### config.mk
export PLATFORM = sky130hd
export DESIGN_NAME = branch_resolve
export DESIGN_NICKNAME = d
export VERILOG_FILES = /design/src/rtl/core_pkg.sv /design/src/rtl/br_cond_eval.sv /design/src/rtl/branch_resolve.sv
export SDC_FILE = /design/constraint.sdc
export NUM_CORES = 1
export LEC_CHECK = 0
export BUFFER_PORTS_ARGS = -buffer_cell sky130_fd_sc_hd__buf_4
export CELL_PAD_IN_SITES_DETAIL_PLACEMENT = 1
export CELL_PAD_IN_SITES_GLOBAL_PLACEMENT = 1
export CORE_MARGIN = 2
export CORE_UTILIZATION = 34
export DETAILED_ROUTE_END_ITERATION = 12
export HOLD_SLACK_MARGIN = 0.05
export PLACE_DENSITY = 0.77
export RECOVER_POWER = 100
export SLEW_MARGIN = 40
export SYNTH_ARGS = -nofsm -noshare
export SYNTH_HDL_FRONTEND = slang
export SYNTH_SLANG_ARGS = --single-unit
### constraint.sdc
create_clock -name clk -period 1.86 [get_ports clk]
set_input_delay 0.279 -clock clk [delete_from_list [all_inputs] [get_ports clk]]
set_output_delay 0.279 -clock clk [all_outputs]
set_load 0.02 [all_outputs]
### src/rtl/core_pkg.sv
// Shared definitions for the branch resolution slice.
//
// Contents:
//   CORE_PC_W            PC/target width carried in the slot record
//   OP_JUMP..OP_JUMPNE   branch opcode encodings seen in execute
//   slot_t               pipeline slot record {valid, pc, pred_taken, pred_target}
//   br_state_e           redirect/flush FSM states
//   next_seq_pc()        fall-through PC, wraps modulo 2^CORE_PC_W
package core_pkg;

  localparam int unsigned CORE_PC_W = 16;

  localparam logic [3:0] OP_JUMP   = 4'h6;  // unconditional
  localparam logic [3:0] OP_JUMPL  = 4'h7;  // taken on lflag
  localparam logic [3:0] OP_JUMPG  = 4'h8;  // taken on gflag
  localparam logic [3:0] OP_JUMPE  = 4'h9;  // taken on zflag
  localparam logic [3:0] OP_JUMPNE = 4'hA;  // taken on ~zflag

  typedef struct packed {
    logic                 valid;
    logic [CORE_PC_W-1:0] pc;
    logic                 pred_taken;
    logic [CORE_PC_W-1:0] pred_target;
  } slot_t;

  typedef enum logic [1:0] {
    ST_IDLE   = 2'd0,
    ST_FLUSH1 = 2'd1,
    ST_FLUSH2 = 2'd2
  } br_state_e;

  function automatic logic [CORE_PC_W-1:0] next_seq_pc(input logic [CORE_PC_W-1:0] pc);
    return pc + CORE_PC_W'(1);
  endfunction

endpackage

### src/rtl/br_cond_eval.sv
// Branch condition evaluator: maps the execute-stage opcode and condition
// flags to {is_branch, taken}. Purely combinational.
//
// Ports:
//   opcode_i   [3:0]  opcode of the instruction in execute
//   lflag_i           less-than flag
//   gflag_i           greater-than flag
//   zflag_i           zero/equal flag
//   is_branch_o       opcode is one of JUMP..JUMPNE
//   taken_o           resolved direction (0 for non-branches)
module br_cond_eval
  import core_pkg::*;
(
  input  logic [3:0] opcode_i,
  input  logic       lflag_i,
  input  logic       gflag_i,
  input  logic       zflag_i,
  output logic       is_branch_o,
  output logic       taken_o
);

  always_comb begin
    is_branch_o = 1'b1;
    taken_o     = 1'b0;
    case (opcode_i)
      OP_JUMP:   taken_o = 1'b1;
      OP_JUMPL:  taken_o = lflag_i;
      OP_JUMPG:  taken_o = gflag_i;
      OP_JUMPE:  taken_o = zflag_i;
      OP_JUMPNE: taken_o = ~zflag_i;
      default:   is_branch_o = 1'b0;
    endcase
  end

endmodule

### src/rtl/branch_resolve.sv
// Branch resolution unit. Carries fetched instructions through a DEC and an
// EX slot, resolves branches in EX against the predictor's guess, drives a
// two-cycle flush plus a one-cycle redirect on a mispredict, and queues a
// predictor update for every resolved branch in a one-entry buffer.
//
// Optional feature macro: BRANCH_RESOLVE_PERF_EN adds saturating 16-bit
// counters br_count (resolved branches) and mp_count (mispredicts).
//
// Ports:
//   clk, rst                 rising-edge clock, synchronous active-low reset
//   fetch_valid/pc           instruction entering DEC this cycle
//   pred_taken/pred_target   predictor guess for fetch_pc
//   stall                    hold DEC/EX slots this cycle
//   ex_opcode, ex_target     opcode and computed target of the EX instruction
//   lflag, gflag, zflag      condition flags for EX
//   upd_ready                predictor accepts the pending update
//   flush                    kill DEC/fetch (two cycles after a mispredict)
//   redirect_valid/pc        one-cycle strobe with the corrected fetch PC
//   upd_valid/pc/target/taken  predictor update (valid/ready handshake)
//   stall_req                update buffer full and not draining
//   br_count, mp_count       only with BRANCH_RESOLVE_PERF_EN
//
// Update handshake: an entry is presented while upd_valid=1 and leaves on a
// cycle where upd_valid and upd_ready are both 1; while upd_valid=1 and
// upd_ready=0 every upd_* field is held. Upstream must honour stall_req by
// raising stall, otherwise a new resolution would overwrite the held entry.
//
// The slot record width is core_pkg::CORE_PC_W, so PC_W must equal it.
module branch_resolve
  import core_pkg::*;
#(
  parameter int unsigned PC_W = CORE_PC_W
) (
  input  logic            clk,
  input  logic            rst,
  input  logic            fetch_valid,
  input  logic [PC_W-1:0] fetch_pc,
  input  logic            pred_taken,
  input  logic [PC_W-1:0] pred_target,
  input  logic            stall,
  input  logic [3:0]      ex_opcode,
  input  logic [PC_W-1:0] ex_target,
  input  logic            lflag,
  input  logic            gflag,
  input  logic            zflag,
  input  logic            upd_ready,
  output logic            flush,
  output logic [PC_W-1:0] redirect_pc,
  output logic            redirect_valid,
  output logic            upd_valid,
  output logic [PC_W-1:0] upd_pc,
  output logic [PC_W-1:0] upd_target,
  output logic            upd_taken,
  output logic            stall_req
`ifdef BRANCH_RESOLVE_PERF_EN
  ,
  output logic [15:0]     br_count,
  output logic [15:0]     mp_count
`endif
);

  slot_t           dec_q, dec_d;
  slot_t           ex_q, ex_d;
  br_state_e       state_q;
  logic            flush_q;
  logic            redirect_valid_q;
  logic [PC_W-1:0] redirect_pc_q;

  logic            upd_valid_q, upd_valid_d;
  logic [PC_W-1:0] upd_pc_q, upd_pc_d;
  logic [PC_W-1:0] upd_target_q, upd_target_d;
  logic            upd_taken_q, upd_taken_d;

  logic            is_branch;
  logic            taken;
  logic            resolve;
  logic            mispredict;
  logic            enq;
  logic            pop;

  br_cond_eval u_cond (
    .opcode_i    (ex_opcode),
    .lflag_i     (lflag),
    .gflag_i     (gflag),
    .zflag_i     (zflag),
    .is_branch_o (is_branch),
    .taken_o     (taken)
  );

  // Resolution only happens in IDLE, so FLUSH1/FLUSH2 never evaluate a
  // mispredict even if a stale EX entry were present.
  assign resolve    = ex_q.valid && !stall && (state_q == ST_IDLE);
  // A non-branch predicted taken falls out of the first term (taken=0).
  assign mispredict = resolve &&
                      ((taken != ex_q.pred_taken) ||
                       (taken && (ex_target != ex_q.pred_target)));
  assign enq        = resolve && is_branch;
  assign pop        = upd_valid_q && upd_ready;

  // DEC/EX slots. A mispredict kills both slots, including the instruction
  // being fetched in the same cycle.
  always_comb begin
    dec_d = dec_q;
    ex_d  = ex_q;
    if (!stall) begin
      ex_d              = dec_q;
      dec_d.valid       = fetch_valid && !flush_q;
      dec_d.pc          = fetch_pc;
      dec_d.pred_taken  = pred_taken;
      dec_d.pred_target = pred_target;
    end
    if (mispredict) begin
      dec_d.valid = 1'b0;
      ex_d.valid  = 1'b0;
    end
  end

  always_ff @(posedge clk) begin
    if (!rst) begin
      dec_q <= '0;
      ex_q  <= '0;
    end else begin
      dec_q <= dec_d;
      ex_q  <= ex_d;
    end
  end

  // Redirect/flush FSM; flush is high in FLUSH1 and FLUSH2, the redirect
  // strobe only in the first of them.
  always_ff @(posedge clk) begin
    if (!rst) begin
      state_q          <= ST_IDLE;
      flush_q          <= 1'b0;
      redirect_valid_q <= 1'b0;
      redirect_pc_q    <= '0;
    end else begin
      redirect_valid_q <= 1'b0;
      case (state_q)
        ST_IDLE: begin
          if (mispredict) begin
            state_q          <= ST_FLUSH1;
            flush_q          <= 1'b1;
            redirect_valid_q <= 1'b1;
            redirect_pc_q    <= taken ? ex_target : next_seq_pc(ex_q.pc);
          end
        end
        ST_FLUSH1: state_q <= ST_FLUSH2;
        ST_FLUSH2: begin
          state_q <= ST_IDLE;
          flush_q <= 1'b0;
        end
        default: begin
          state_q <= ST_IDLE;
          flush_q <= 1'b0;
        end
      endcase
    end
  end

  // One-entry update buffer. Enqueue wins over pop so a same-cycle
  // pop+enqueue reloads the entry with no bubble.
  always_comb begin
    upd_valid_d  = upd_valid_q;
    upd_pc_d     = upd_pc_q;
    upd_target_d = upd_target_q;
    upd_taken_d  = upd_taken_q;
    if (pop) begin
      upd_valid_d = 1'b0;
    end
    if (enq) begin
      upd_valid_d  = 1'b1;
      upd_pc_d     = ex_q.pc;
      upd_target_d = ex_target;
      upd_taken_d  = taken;
    end
  end

  always_ff @(posedge clk) begin
    if (!rst) begin
      upd_valid_q  <= 1'b0;
      upd_pc_q     <= '0;
      upd_target_q <= '0;
      upd_taken_q  <= 1'b0;
    end else begin
      upd_valid_q  <= upd_valid_d;
      upd_pc_q     <= upd_pc_d;
      upd_target_q <= upd_target_d;
      upd_taken_q  <= upd_taken_d;
    end
  end

`ifdef BRANCH_RESOLVE_PERF_EN
  logic [15:0] br_count_q;
  logic [15:0] mp_count_q;

  always_ff @(posedge clk) begin
    if (!rst) begin
      br_count_q <= '0;
      mp_count_q <= '0;
    end else begin
      if (enq && (br_count_q != 16'hFFFF)) begin
        br_count_q <= br_count_q + 16'd1;
      end
      if (mispredict && (mp_count_q != 16'hFFFF)) begin
        mp_count_q <= mp_count_q + 16'd1;
      end
    end
  end

  assign br_count = br_count_q;
  assign mp_count = mp_count_q;
`endif

  assign flush          = flush_q;
  assign redirect_valid = redirect_valid_q;
  assign redirect_pc    = redirect_pc_q;
  assign upd_valid      = upd_valid_q;
  assign upd_pc         = upd_pc_q;
  assign upd_target     = upd_target_q;
  assign upd_taken      = upd_taken_q;
  assign stall_req      = upd_valid_q && !upd_ready;

endmodule
-- After elaboration in Yosys (flattened, before gate mapping)
Cells that the tools add are included.
- word-level logic and storage cells: 58
- bits in registers: 122
- input bits: 61
- output and inout bits: 53
- add/subtract/negate cells: 1
- muxes and demuxes: 10
- equal/unequal tests: 9
- bitwise logic cells: 3
- reduce and logical (&&, ||, !) cells: 19
- operators by type and width (cell ; count):
    $add A16 B1 Y16 const B ; 1
    $mux W16 ; 1
    $ne A16 B16 Y1 ; 1
    $eq A4 B4 Y1 const B ; 3
    $eq A4 B3 Y1 const B ; 2
    $logic_and A1 B1 Y1 ; 8
    $reduce_and A2 Y1 ; 3
    $mux W1 ; 5
    $pmux W1 S5 ; 1
    $reduce_or A5 Y1 ; 1
    $pmux W2 S2 ; 1
    $logic_not A1 Y1 ; 3
    $not A1 Y1 ; 3
    $eq A2 B1 Y1 const B ; 1
    $logic_not A2 Y1 ; 1
    $mux W2 ; 1
    $ne A2 B2 Y1 const B ; 1
    $pmux W1 S2 ; 1
    $reduce_bool A2 Y1 ; 1
    $reduce_or A2 Y1 ; 1
    $logic_or A1 B1 Y1 ; 1
    $ne A1 B1 Y1 ; 1

-- Logic depth before layout (Yosys ltp)
- depth in word-level cells: 7
- mapped depth: 8
- mapped depth without buffers: 7

-- Hierarchy
Synthesis repeated with hierarchy kept, for this count alone.
- cells, all modules: 549
- area total of the unflattened synthesis: 5047.3 sq um
- modules (own cells, without submodules) (module ; times used ; seq. area each (sq um) ; area each (sq um) ; cells an instance):
    branch_resolve ; 1 ; 2442.3 ; 4986.0 ; 541
    br_cond_eval ; 1 ; 0.0 ; 61.3 ; 8

-- Least setup slack after synthesis
No wires, ideal clock.
- path type: register to register
- start: register ex_q[3] (netlist bit)
- end: register redirect_pc_q[5] (netlist: redirect_pc[5])
- cell stages (with the launch flop): 8
- buffers on the path: 1
- setup slack: 0.208 ns
- setup time: 0.070 ns
- arrival: 1.582 ns
- required time: 1.790 ns
- clock period less this slack: 1.652 ns
- cells stage by stage: dfxtp_1 xnor2_1 nand4_1 nor4_1 nand4_2 a31oi_4 buf_6 o2bb2ai_1
- word-level cells in the longest chain between the ends: 5
- ends and longest elaborated chain (what ; RTL line ; source):
    start, declared ; branch_resolve.sv:63 ; slot_t ex_q, ex_d;
    start signal, assigned ; branch_resolve.sv:121 ; ex_q <= '0;
    start signal, assigned ; branch_resolve.sv:124 ; ex_q <= ex_d;
    $ne A16 B16 Y1 ; branch_resolve.sv:96 ; (taken && (ex_target != ex_q.pred_target)));
    $logic_and A1 B1 Y1 ; branch_resolve.sv:96 ;
    $logic_or A1 B1 Y1 ; branch_resolve.sv:95 ; ((taken != ex_q.pred_taken) ||
    $logic_and A1 B1 Y1 ; branch_resolve.sv:94 ; assign mispredict = resolve &&
    $reduce_and A2 Y1 (no line) ; - ;
    end signal, assigned ; branch_resolve.sv:144 ; redirect_pc_q <= taken ? ex_target : next_seq_pc(ex_q.pc);
    end, declared ; branch_resolve.sv:67 ; logic [PC_W-1:0] redirect_pc_q;
Every way passes these cells.
A chain may end at the register's enable or synchronous reset.

-- Worst setup path after layout
- start: register ex_q[8] (netlist bit)
- end: register redirect_pc_q[3] (netlist: redirect_pc[3])
Same word-level chain as after synthesis.

==> results.yml <==
worst_setup_path:
  critical_path.reg2reg.endpoint: "redirect_pc[3]"
  reg2reg_slack_ps: 30
  crit_type: "flip-flop to flip-flop"
  critPathLaunchType: "flip-flop"
  cp_max_fo: 7
  startpoint: "ex_q[8]"
  endpoint: "redirect_pc[3]"
  r2r_cells: 7
  cp-end-kind: "flip-flop"
  r2r-start: "ex_q[8]"
  required_ps: 2190
  crit_arrival_ps: 2160
finish:
  syn2layout_area_growth_pct: 39.5
  final_cells: 850
  nets: 720
  layout-drive-gt1-share_pct: 29.0
  layout_common_cells: "139 x buf_4, 119 x dfxtp_1, 83 x nor2_1"
  antenna_cells: 0
  final_common_cell: "buf_4"
min_path:
  holdCritPathClass: "input pin to flip-flop"
global_routing:
  gr-total-overflow: 0
  use_met2_pct: 34.8
  grt_pass1_vias: 4359
  grtUsageMet1_pct: 26.6
  antenna_found_initial: 0
  grt_pass1_wl_mm: 23.7
  grt_max_degree: 70
  grtUsageTotal_pct: 20.9
  grt_util_met3_pct: 3.94
  grt_busiest_layer: "met2"
timing:
  skew_ps: 6.33
  max-slew-margin-rel_pct: 18.5
  period_minus_slack_ps: 1830
  rsz0062_at_grt: "true"
  setup_viol: 0
  hold_slack_ps: 100
  tightest_slew_ps: 1220
  finalCritPeriodShare_pct: 98.1
  fmax_mhz: 548
  maxSlewViolCount: 0
  hold_violations: 0
floorplanning:
  core-area_um2: 13900
  die-area_um2: 15300
  ios: 114
  start_util_pct: 35.0
  die_width_um: 124
  fp.dieH_um: 124
  rows: 43
routing:
  firstDrtPassIters: 4
  drt-initial-drc-count: 201
  viasPerCell: 4.95
  drc_errors: 0
  routedWlPerCell_um: 18.1
  antenna_left: 0
  routed_wl_mm: 15.3
  via_count: 4208
yosys:
  syn_avg_cell_area_um2: 9.28
  yosysUniqueCellTypes: 36
  syn_inst: 526
  syn_nets: 588
  synth-seq-cells: 122
  seq_area_frac_synth_pct: 50.0
  ys_warn_count: 0
  syn_area_um2: 4880
placed_design:
  place_inst: 819
  port-buffer-count: 113
  dpl.hpwl_mm: 11.0
  gp_congestion: 0.924
clock_tree:
  htreeDepth: 4
  cts-root-buf: "clkbuf_16"
  clockBufferDepth: 2
  tritoncts: "yes"
  cts.sinks: 122
  clkSlewWorstSetupHoldPaths_ps: 50
  postCtsSetupBuffers: 0
  numCtsBuffers: 17
  hold_buffers: 0
  clock_latency_ps: 410
run:
  maxCapViolCount: 0
pwr:
  p_per_area_nw_per_um2: 1020
  max-vdd-ir-drop_mv: 0.610
  leakage_nw: 2.96
run_status:
  status: "finished, final reports clean"
## how the worst min path moves through the flow
stage / end / depth (start not counted) / slack (ps) / startpoint
2_1_floorplan: upd_target[0] / 2 / 420 / ex_target[0]
3_3_place_gp: upd_target[4] / 2 / 450 / upd_target[4]
3_5_place_dp: upd_pc[6] / 2 / 450 / upd_pc[6]
4_1_cts: dec_q[30] / 3 / 90 / fetch_pc[13]
5_1_grt: dec_q[7] / 3 / 110 / pred_target[7]
6_report: dec_q[30] / 3 / 100 / fetch_pc[13]
## synthesized netlist by cell type, drive strengths merged
cell     instances  area [um2]
dfxtp          122        2440
nor2            84         315
nand2           77         292
mux2i           70         701
a21oi           42         214
xnor2           28         245
clkbuf          19        71.3
o2bb2ai         15         144
buf             13        72.6
nand3            9        45.0
inv              7        26.3
nand4            6        43.8
o21ai            5        25.0
nor3             4        20.0
nor4             4        25.0
a22oi            2        15.0
and3             2        12.5
nand2b           2        12.5
nand3b           2        15.0
nor2b            2        12.5
xor2             2        17.5
a21o             1        7.51
a22o             1        8.76
a31oi            1        21.3
and2             1        6.26
ha               1        12.5
nor3b            1        7.51
nor4b            1        23.8
o211a            1        10.0
o32ai            1        16.3
## what timing repair did
item | CTS | global route
setup endpoints to repair | 12 | 17
pin swaps | 0 | 4
resized for setup | 2 | 11
## sequential cells by signal (all words and copies together), names as in the netlist
register and count:
dec_q 34, ex_q 34, redirect_pc 16, upd_pc 16
upd_target 16, state_q 2, flush 1, redirect_valid 1
upd_taken 1, upd_valid 1
## cell type report
cell class                 instances  area [um2]
fill                            1576        7130
sequential                       122        2450
multi-input combinational        365        2320
timing repair buffer             145        1130
clock buffer                      24         502
tap                              180         225
clock inverter                     7         160
inverter                           7        26.3
## cell families after synthesis
family          after synthesis  synth area share, %
compound gates               69                 9.46
simple gates                195                 17.0
flops                       122                 50.0
xor+xnor                     30                 5.38
fa+ha+maj                     1                0.256
buf+inv                      39                 3.49
mux                          70                 14.4
## per-stage QoR
stage | power (mW) | TNS, ps | setup slack, ps | cell area, um2 | utilization [%]
final | 6.94 | 0 | 34.8 | 6810 | 48.9
after global routing | 7.16 | -229 | -40.9 | 6810 | 48.9
after CTS | 7.00 | 0 | 6.73 | 6780 | 48.6
after detailed placement | 3.31 | -950 | -83.1 | 6100 | 43.8
after global placement | 3.29 | -544 | -49.2 | 6100 | 43.8
after floorplan | 3.06 | 0 | 208 | 4880 | -
## where the power goes
group,leakage (nW),internal (mW),switching (mW)
Sequential,0.993,2.69,0.0573
Combinational,1.64,0.258,0.270
Clock,0.326,2.54,1.12
Total,2.96,5.49,1.45
## routing by layer
metal,vias to the layer above,part of all wire [%]
met5,-,0
met1,2048,45
met3,21,4.2
li1,2039,-
met2,100,48
met4,0,2.0
## worst max-delay path, stage by stage (launching register included)
cell       delay, ps
dfxtp_2          320
xnor2_1          180
nand4_1          150
nor4_2           350
nand4_2          190
a31oi_4          240
buf_4            190
o2bb2ai_1        130
Power figures use the tool's default switching activity.
